$ cat src/rtl/signed_display_if.sv
// Handshake and display bus between a value producer and signed_display_ctrl.
interface signed_display_if;
  logic [7:0] value;
  logic       load;
  logic       busy;
  logic       done;
  logic [1:0] en;
  logic [3:0] num;

  modport master (
    output value, load,
    input  busy, done, en, num
  );

  modport slave (
    input  value, load,
    output busy, done, en, num
  );
endinterface

$ cat src/rtl/signed_display_ctrl.sv
// Signed 8-bit to four-digit seven-segment display controller: double-dabble
// conversion with zero suppression, plus a free-running digit refresh scan.
module signed_display_ctrl #(
  parameter int unsigned REFRESH_DIV = 100000
) (
  input  logic             clk,
  input  logic             rst,
  signed_display_if.slave  bus
);

  localparam int unsigned CNT_W = $clog2(REFRESH_DIV);
  localparam logic [3:0]  CODE_MINUS = 4'd10;
  localparam logic [3:0]  CODE_BLANK = 4'd15;

  typedef enum logic [1:0] {
    S_IDLE,
    S_CONVERT,
    S_UPDATE
  } state_t;

  state_t           r_state;
  state_t           w_next;
  logic             r_sign;
  logic [7:0]       r_mag;
  logic [11:0]      r_bcd;
  logic [2:0]       r_bit;
  logic             r_done;
  logic [3:0]       r_digit [4];
  logic [CNT_W-1:0] r_cnt;
  logic [1:0]       r_en;
  logic [7:0]       w_mag;
  logic [11:0]      w_adj;

  // -128 negates to 8'h80, which is exactly 128 as an unsigned magnitude
  assign w_mag = bus.value[7] ? (~bus.value + 8'd1) : bus.value;

  always_comb begin
    w_adj = r_bcd;
    for (int unsigned i = 0; i < 3; i++) begin
      if (r_bcd[4*i +: 4] >= 4'd5) begin
        w_adj[4*i +: 4] = r_bcd[4*i +: 4] + 4'd3;
      end
    end
  end

  always_ff @(posedge clk) begin
    if (rst) begin
      r_state <= S_IDLE;
    end else begin
      r_state <= w_next;
    end
  end

  always_comb begin
    w_next = r_state;
    case (r_state)
      S_IDLE:    if (bus.load) w_next = S_CONVERT;
      S_CONVERT: if (r_bit == 3'd7) w_next = S_UPDATE;
      S_UPDATE:  w_next = S_IDLE;
      default:   w_next = S_IDLE;
    endcase
  end

  always_ff @(posedge clk) begin
    if (rst) begin
      r_sign     <= 1'b0;
      r_mag      <= '0;
      r_bcd      <= '0;
      r_bit      <= '0;
      r_done     <= 1'b0;
      r_digit[3] <= CODE_BLANK;
      r_digit[2] <= CODE_BLANK;
      r_digit[1] <= CODE_BLANK;
      r_digit[0] <= 4'd0;
    end else begin
      r_done <= (r_state == S_UPDATE);
      case (r_state)
        S_IDLE: begin
          if (bus.load) begin
            r_sign <= bus.value[7];
            r_mag  <= w_mag;
            r_bcd  <= '0;
            r_bit  <= '0;
          end
        end
        S_CONVERT: begin
          {r_bcd, r_mag} <= {w_adj[10:0], r_mag, 1'b0};
          r_bit          <= r_bit + 3'd1;
        end
        S_UPDATE: begin
          // All four digits commit together so no partial result is ever shown
          r_digit[3] <= r_sign ? CODE_MINUS : CODE_BLANK;
          r_digit[2] <= (r_bcd[11:8] == 4'd0) ? CODE_BLANK : r_bcd[11:8];
          r_digit[1] <= (r_bcd[11:4] == 8'd0) ? CODE_BLANK : r_bcd[7:4];
          r_digit[0] <= r_bcd[3:0];
        end
        default: ;
      endcase
    end
  end

  always_ff @(posedge clk) begin
    if (rst) begin
      r_cnt <= '0;
      r_en  <= '0;
    end else if (r_cnt == CNT_W'(REFRESH_DIV - 1)) begin
      r_cnt <= '0;
      r_en  <= r_en + 2'd1;
    end else begin
      r_cnt <= r_cnt + 1'b1;
    end
  end

  assign bus.busy = (r_state != S_IDLE);
  assign bus.done = r_done;
  assign bus.en   = r_en;
  assign bus.num  = r_digit[r_en];

endmodule
$ cat src/flat_wrapper.sv
// flat-port wrapper written by rule: the top's interface ports become plain ports
module signed_display_ctrl_flat 
#(
  parameter int unsigned REFRESH_DIV = 100000
)
  (clk, rst, bus_value, bus_load, bus_busy, bus_done, bus_en, bus_num);
  signed_display_if bus_i ();
  input  logic clk;
  input  logic rst;
  input wire logic [$bits(bus_i.value)-1:0] bus_value;
  input wire logic [$bits(bus_i.load)-1:0] bus_load;
  output wire logic [$bits(bus_i.busy)-1:0] bus_busy;
  output wire logic [$bits(bus_i.done)-1:0] bus_done;
  output wire logic [$bits(bus_i.en)-1:0] bus_en;
  output wire logic [$bits(bus_i.num)-1:0] bus_num;
  assign bus_i.value = bus_value;
  assign bus_i.load = bus_load;
  assign bus_busy = bus_i.busy;
  assign bus_done = bus_i.done;
  assign bus_en = bus_i.en;
  assign bus_num = bus_i.num;
  signed_display_ctrl #(.REFRESH_DIV(REFRESH_DIV)) u_core (.clk(clk), .rst(rst), .bus(bus_i));
endmodule
$ cat config.mk
export PLATFORM = sky130hd
export DESIGN_NAME = signed_display_ctrl_flat
export DESIGN_NICKNAME = d
export VERILOG_FILES = /design/src/rtl/signed_display_if.sv /design/src/rtl/signed_display_ctrl.sv /design/src/flat_wrapper.sv
export SDC_FILE = /design/constraint.sdc
export NUM_CORES = 1
export LEC_CHECK = 0
export ABC_AREA = 1
export BUFFER_PORTS_ARGS = -buffer_cell sky130_fd_sc_hd__buf_2
export CORE_MARGIN = 1
export CORE_UTILIZATION = 44
export CTS_CLUSTER_SIZE = 25
export DETAILED_ROUTE_END_ITERATION = 16
export GPL_TIMING_DRIVEN = 0
export REMOVE_ABC_BUFFERS = 1
export SLEW_MARGIN = 15
export SYNTH_ARGS = -nofsm -noshare
export SYNTH_HDL_FRONTEND = slang
export SYNTH_SLANG_ARGS = --single-unit
$ cat constraint.sdc
create_clock -name clk -period 1.84 [get_ports clk]
set_clock_uncertainty 0.05 [all_clocks]
set_input_delay 0.184 -clock clk [delete_from_list [all_inputs] [get_ports clk]]
set_output_delay 0.184 -clock clk [all_outputs]
set_load 0.1 [all_outputs]
==> out/metrics.cfg, run 1 <==
[placement]
portBuffers = 18
placed_area_sq_mm = 0.00324
dp_hpwl_um = 4550
place.gp.congestion = 0.844

[clocking]
clk-insertion-delay-late_ns = 0.34
numCtsBuffers = 9
root_buffer = clkbuf_8
tritoncts = yes
clockBufferDepth = 2
h-tree-depth = 3
cts.clk_slew.worst_paths_ns = 0.07
cts_sinks = 61

[cells_and_area]
nFillCells = 697
antenna_cells = 0
final_area_sq_mm = 0.00346
nets = 466
multi_input_area_sq_mm = 0.00149
layout_common_cells = nand2_1 (100), inv_1 (52), dfxtp_1 (48), nor2_1 (46), a21oi_1 (43)
seqCellArea_sq_mm = 0.00135
syn2layout_area_growth_pct = 12.2
final_common_cell = nand2_1
drive_above_1_share = 0.120

[timing]
slew_headroom = 0.567
fin_crit_ns = 1.72
rsz0062_at_grt = no
worst_pin_slew_ns = 0.645
setup_viol = 0
slew_viol_final = 0
fin_crit_sh = 0.937
max_freq_mhz = 580
final-hold-violation-count = 0

[run_status]
status = completed

[detailed_routing]
routed_via_density = 4.97
drt_iter0_drc = 134
drc = 0
first_pass_iters = 5
detail_route.wl_per_cell_um = 11.8
totalWireLength_um = 6420
vias = 2708
ant_nets = 0

[die]
io_pins = 19
rows = 30
die_area_sq_mm = 0.00734
coreArea_sq_mm = 0.00679
initial_core_util = 0.453
fp.dieW_um = 85.7
die_y_um = 85.7

[critical_path]
critical_path_required_ns = 1.61
worstSetupPathType = reg2out
cp.arrival_ns = 1.49
end_kind = output pin
start_kind = flip-flop
crit_path_max_fanout = 8

[synth]
ys_warn_count = 0
synthAdderAreaFrac = 0.0447
synth-simple-area-share = 0.296
synth_mux_area_frac = 0
ys_ff_latch = 61
syn_area_sq_mm = 0.00308
synth_xor_area_frac = 0.00569
syn_area_per_cell_sq_um = 7.35
synth_cell_types = 33
synth_compound_area_frac = 0.131
synth_top_family_by_area = simple AND/OR/NAND/NOR gates
ys_seq_area_frac = 0.439
syn_inst = 419

[pwr]
p_leak_uw = 0.00131
ir_drop_mv = 0.424
power_uw = 2630
power_per_cell_area_mw_per_mm2 = 761

[global_route]
grt_pass1_vias = 2430
globalRoute.totalOverflow = 0
grt_antenna_before_repair = 0
grt_first_pass_wirelength_um = 11100
grt_max_degree = 25
gr-usage-all-layers = 0.192

[job]
maxCapViolations = 0

[min_path]
hold_class = in2reg

==> flip-flops by register name, indices dropped and copies added (netlist names), named ones only <==
register,flops
u_core.r_digit,13
u_core.r_bit,3
u_core.r_bcd,12
u_core.bus.en,2
u_core.bus.done,1
u_core.r_mag,8
u_core.r_state,2
u_core.r_cnt,17
u_core.r_sign,1
==> power by group <==
part | total [uW] | switching (uW) | internal (uW) | leakage, uW
Sequential | 1410 | 15.3 | 1390 | 0.000491
Combinational | 223 | 160 | 63.6 | 0.000743
Clock | 999 | 518 | 481 | 0.0000791
==> critical path: stages, from the launching register on <==
cell	delay, ns
dfxtp_1	0.38
inv_1	0.17
nand2_1	0.07
a22oi_1	0.17
clkbuf_4	0.35
==> layout make-up <==
type | instances | share of cell area
Multi-Input combinational cell | 295 | 0.430
Timing Repair Buffer | 22 | 0.0377
Sequential cell | 61 | 0.391
Tap cell | 96 | 0.0348
Inverter | 55 | 0.0597
Clock buffer | 11 | 0.0380
Clock inverter | 5 | 0.00869
==> cells in the mapped netlist (all sizes together) <==
master / instances / area share
nand2: 104 / 0.13
or2: 2 / 0.0041
o21ai: 17 / 0.028
ha: 11 / 0.045
o21a: 1 / 0.0024
a21boi: 1 / 0.0024
a31oi: 4 / 0.0081
xor2: 2 / 0.0057
dfxtp: 48 / 0.31
nand4: 10 / 0.020
nor2: 50 / 0.067
nand3b: 1 / 0.0024
a21oi: 44 / 0.073
inv: 55 / 0.067
buf: 6 / 0.013
a22oi: 4 / 0.0098
edfxtp: 13 / 0.13
clkbuf: 3 / 0.0037
nand3: 32 / 0.055
nor3: 8 / 0.015
o32ai: 1 / 0.0028
o211ai: 2 / 0.0049
==> worst paths after layout <==
kind / slack [ns] / endpoint / start / depth (start not counted)
hold / removal: 0.06 / u_core.r_mag[0] / bus_value[0] / 3
hold reg to reg: 0.40 / u_core.r_cnt[0] / u_core.r_cnt[0] / 1
setup / recovery: 0.12 / bus_num[2] / flip-flop / 4
setup reg to reg: 0.15 / u_core.r_digit[1][3] / u_core.r_state[1] / 3
==> cell families (layout without fill, tap and decap cells) <==
logic type / after synthesis / in the layout
xor gates and xnor gates: 2 / 2
DFF: 61 / 61
buffers and inverters: 64 / 93
AOI/OAI and AO/OA: 74 / 74
adders and majority gates: 11 / 11
and+or+nand+nor: 207 / 208
==> what timing repair did <==
item	CTS	global route
gates cloned	1	0
hold buffers	0	0
endpoints found under the setup margin	23	8
pin swaps	1	1
buffers inserted	0	3
gates resized for setup	3	3
==> through the flow <==
step	hold WS (ns)	worst slack (ns)	cells	setup TNS, ns	utilization
2_1_floorplan	0.203	-0.477	410	-1.79	-
3_3_place_gp	0.382	-0.366	524	-9.79	0.476
3_5_place_dp	0.389	-0.319	525	-6.15	0.478
4_1_cts	0.0485	0.00444	542	0	0.504
5_1_grt	0.0779	0.00284	545	0	0.509
6_report	0.0580	0.115	545	0	0.509
==> layer usage <==
| layer | global-route usage | share of wire |
|---|---|---|
| met4 | 0.0939 | 0.023 |
| met2 | 0.288 | 0.42 |
| met1 | 0.268 | 0.53 |
| met3 | 0.0346 | 0.028 |
| met5 | 0 | 0 |
No activity file was read; power rests on OpenSTA's default activity.
==> run 2: changes to the inputs <==
- CELL_PAD_IN_SITES_DETAIL_PLACEMENT: not set -> 0
- CELL_PAD_IN_SITES_GLOBAL_PLACEMENT: not set -> 1
- CORE_UTILIZATION: 44 -> 40
- PLACE_DENSITY_LB_ADDON: not set -> 0.1
==> run 2 against run 1 <==
  * Global-route usage fell by 0.81 points
  * Sequential cell count did not move
  * Cell count rose by 0.37%
  * Largest power group unchanged
==> out/metrics.cfg, run 2 (synthesis gave the netlist of run 1 again) <==
[die]
initial_core_util = 0.420  ; -0.0332
die_area_sq_mm = 0.00805  ; +9.8%
die_y_um = 89.7  ; +4.8%
fp.dieW_um = 89.7  ; +4.8%
coreArea_sq_mm = 0.00733  ; +7.9%
io_pins = 19  ; unchanged
rows = 31  ; +3.3%

[run_status]
status = completed

[critical_path]
critPathSlowestCell = dfxtp_1
crit_buf_inv = 2  ; unchanged
crit_path_max_fanout = 8  ; unchanged
start_kind = flip-flop
worstSetupPathType = reg2out
critical_path_required_ns = 1.61  ; about the same
r2r_end = u_core.r_digit[1][2]
critical-path-top-delay-family = buffers and inverters
end_kind = output pin
r2r_cells = 5  ; +2
max_stage_delay_ns = 0.37  ; about the same
cp.arrival_ns = 1.50  ; about the same
r2r_start = u_core.r_state[1]
path_cells = inv_1, nand2_1, a22oi_1, clkbuf_4
ff2ff_setup_slack_ns = 0.18  ; +0.03 ns

[detailed_routing]
ant_nets = 0  ; unchanged
routed_via_density = 4.91  ; -1.1%
drt_iter0_drc = 126  ; -6.0%
first_pass_iters = 4  ; -1
totalWireLength_um = 6790  ; +5.6%
detail_route.wl_per_cell_um = 12.4  ; +5.2%
vias = 2687  ; -0.78%
drc = 0  ; unchanged

[clocking]
numCtsBuffers = 9  ; unchanged
cts_sinks = 61  ; unchanged
cts.clk_slew.worst_paths_ns = 0.07  ; about the same
clockBufferDepth = 2  ; unchanged
tritoncts = yes
h-tree-depth = 3  ; unchanged
root_buffer = clkbuf_8
clk-insertion-delay-late_ns = 0.34  ; about the same

[placement]
place.gp.congestion = 0.773  ; -8.4%
dp_hpwl_um = 4820  ; +6.1%
numPlacedInstances = 528  ; +0.57%
portBuffers = 18  ; unchanged

[timing]
fin_crit_sh = 0.940  ; +0.00301
rsz0062_at_grt = no
slew_headroom = 0.667  ; +0.101
hold_slack_ns = 0.0575  ; -0.000478 ns
tns_ns = 0  ; unchanged
fin_crit_ns = 1.73  ; +0.00553 ns
slew_viol_final = 0  ; unchanged
worst_pin_slew_ns = 0.498  ; -0.147 ns
max_freq_mhz = 578  ; -0.32%
setup_viol = 0  ; unchanged
final-hold-violation-count = 0  ; unchanged

[min_path]
hold_class = in2reg
min-delay-start = bus_value[0]
hold_path_depth = 3  ; unchanged
hold_end = u_core.r_mag[0]

[global_route]
grt_first_pass_wirelength_um = 11900  ; +7.0%
grt_pass1_vias = 2510  ; +3.3%
grt_max_degree = 25  ; unchanged
grt_antenna_before_repair = 0  ; unchanged
gr-usage-all-layers = 0.184  ; -0.00808
globalRoute.totalOverflow = 0  ; unchanged

[cells_and_area]
layout_common_cells = nand2_1 (100), inv_1 (52), dfxtp_1 (48), nor2_1 (46), a21oi_1 (43)
antenna_cells = 0  ; unchanged
nFillCells = 747  ; +7.2%
nets = 465  ; -0.21%
drive_above_1_share = 0.114  ; -0.00643
largest_register_ff_count = 17  ; unchanged
top_regs = u_core.r_cnt: 17 flops, u_core.r_digit: 13 flops, u_core.r_bcd: 12 flops
syn2layout_area_growth_pct = 14.1
fin_util = 0.479  ; -0.0292
final_common_cell = nand2_1
regMostFlops = u_core.r_cnt
final_cells = 547  ; +0.37%

[job]
maxCapViolations = 0  ; unchanged

[pwr]
ir_drop_mv = 0.494  ; +17%
power_per_cell_area_mw_per_mm2 = 866  ; +14%
p_leak_uw = 0.00134  ; +2.3%

[run 2: final cells by class]
cell class                 instances  area, sq um  area share
tap                               99          124      0.0352
inverter                          55          206      0.0587
timing repair buffer              21          123      0.0349
clock buffer                      11          131      0.0374
multi-input combinational        295         1480       0.421
sequential                        61         1350       0.384
clock inverter                     5         98.8      0.0281
[run 2: how the worst max path moves through the flow]
stage,to,slack [ns],depth (start not counted)
after detailed placement,u_core.r_bcd[4],-0.38,9
after global routing,u_core.r_digit[1][3],0.01,5
after CTS,bus_num[2],0.02,4
after global placement,u_core.r_bcd[4],-0.36,9
after floorplan,bus_num[0],-0.48,2
final,bus_num[0],0.11,4
[run 2: metal layers]
layer	track usage	routed length, um
met1	0.254	3540
met5	0	0
met2	0.284	2910
met3	0.0406	243
met4	0.0656	87
[run 2: timing repair]
item	in CTS	in global routing
pin swaps	1	1
endpoints found under the hold margin	0	0
cloned	1	0
resized for setup	1	4
buffers inserted	0	2
hold buffers	0	0
endpoints found under the setup margin	22	11
[run 2: where the power goes]
part	internal [uW]	total [uW]	switching, uW	leakage [uW]
sequential	1390	1410	15.8	0.000491
clock	895	1410	518	0.000115
combinational	61.3	222	161	0.000737
total	2350	3040	695	0.00134
[run 2: worst reg2reg max path, cell delays in order (launching register included)]
cell     delay (ns)
dfxtp_1        0.43
inv_1          0.14
nor3_2         0.22
inv_1          0.16
a31oi_1        0.28
nand2_1        0.12
[run 2: stage by stage]
stage          power (uW)  worst slack, ns  instance area [sq um]
3_3_place_gp         1650           -0.361                   3240
4_1_cts              3060           0.0235                   3490
5_1_grt              3170           0.0101                   3510
3_5_place_dp         1650           -0.377                   3250
2_1_floorplan        1580           -0.477                   3030
6_report             3040            0.110                   3510
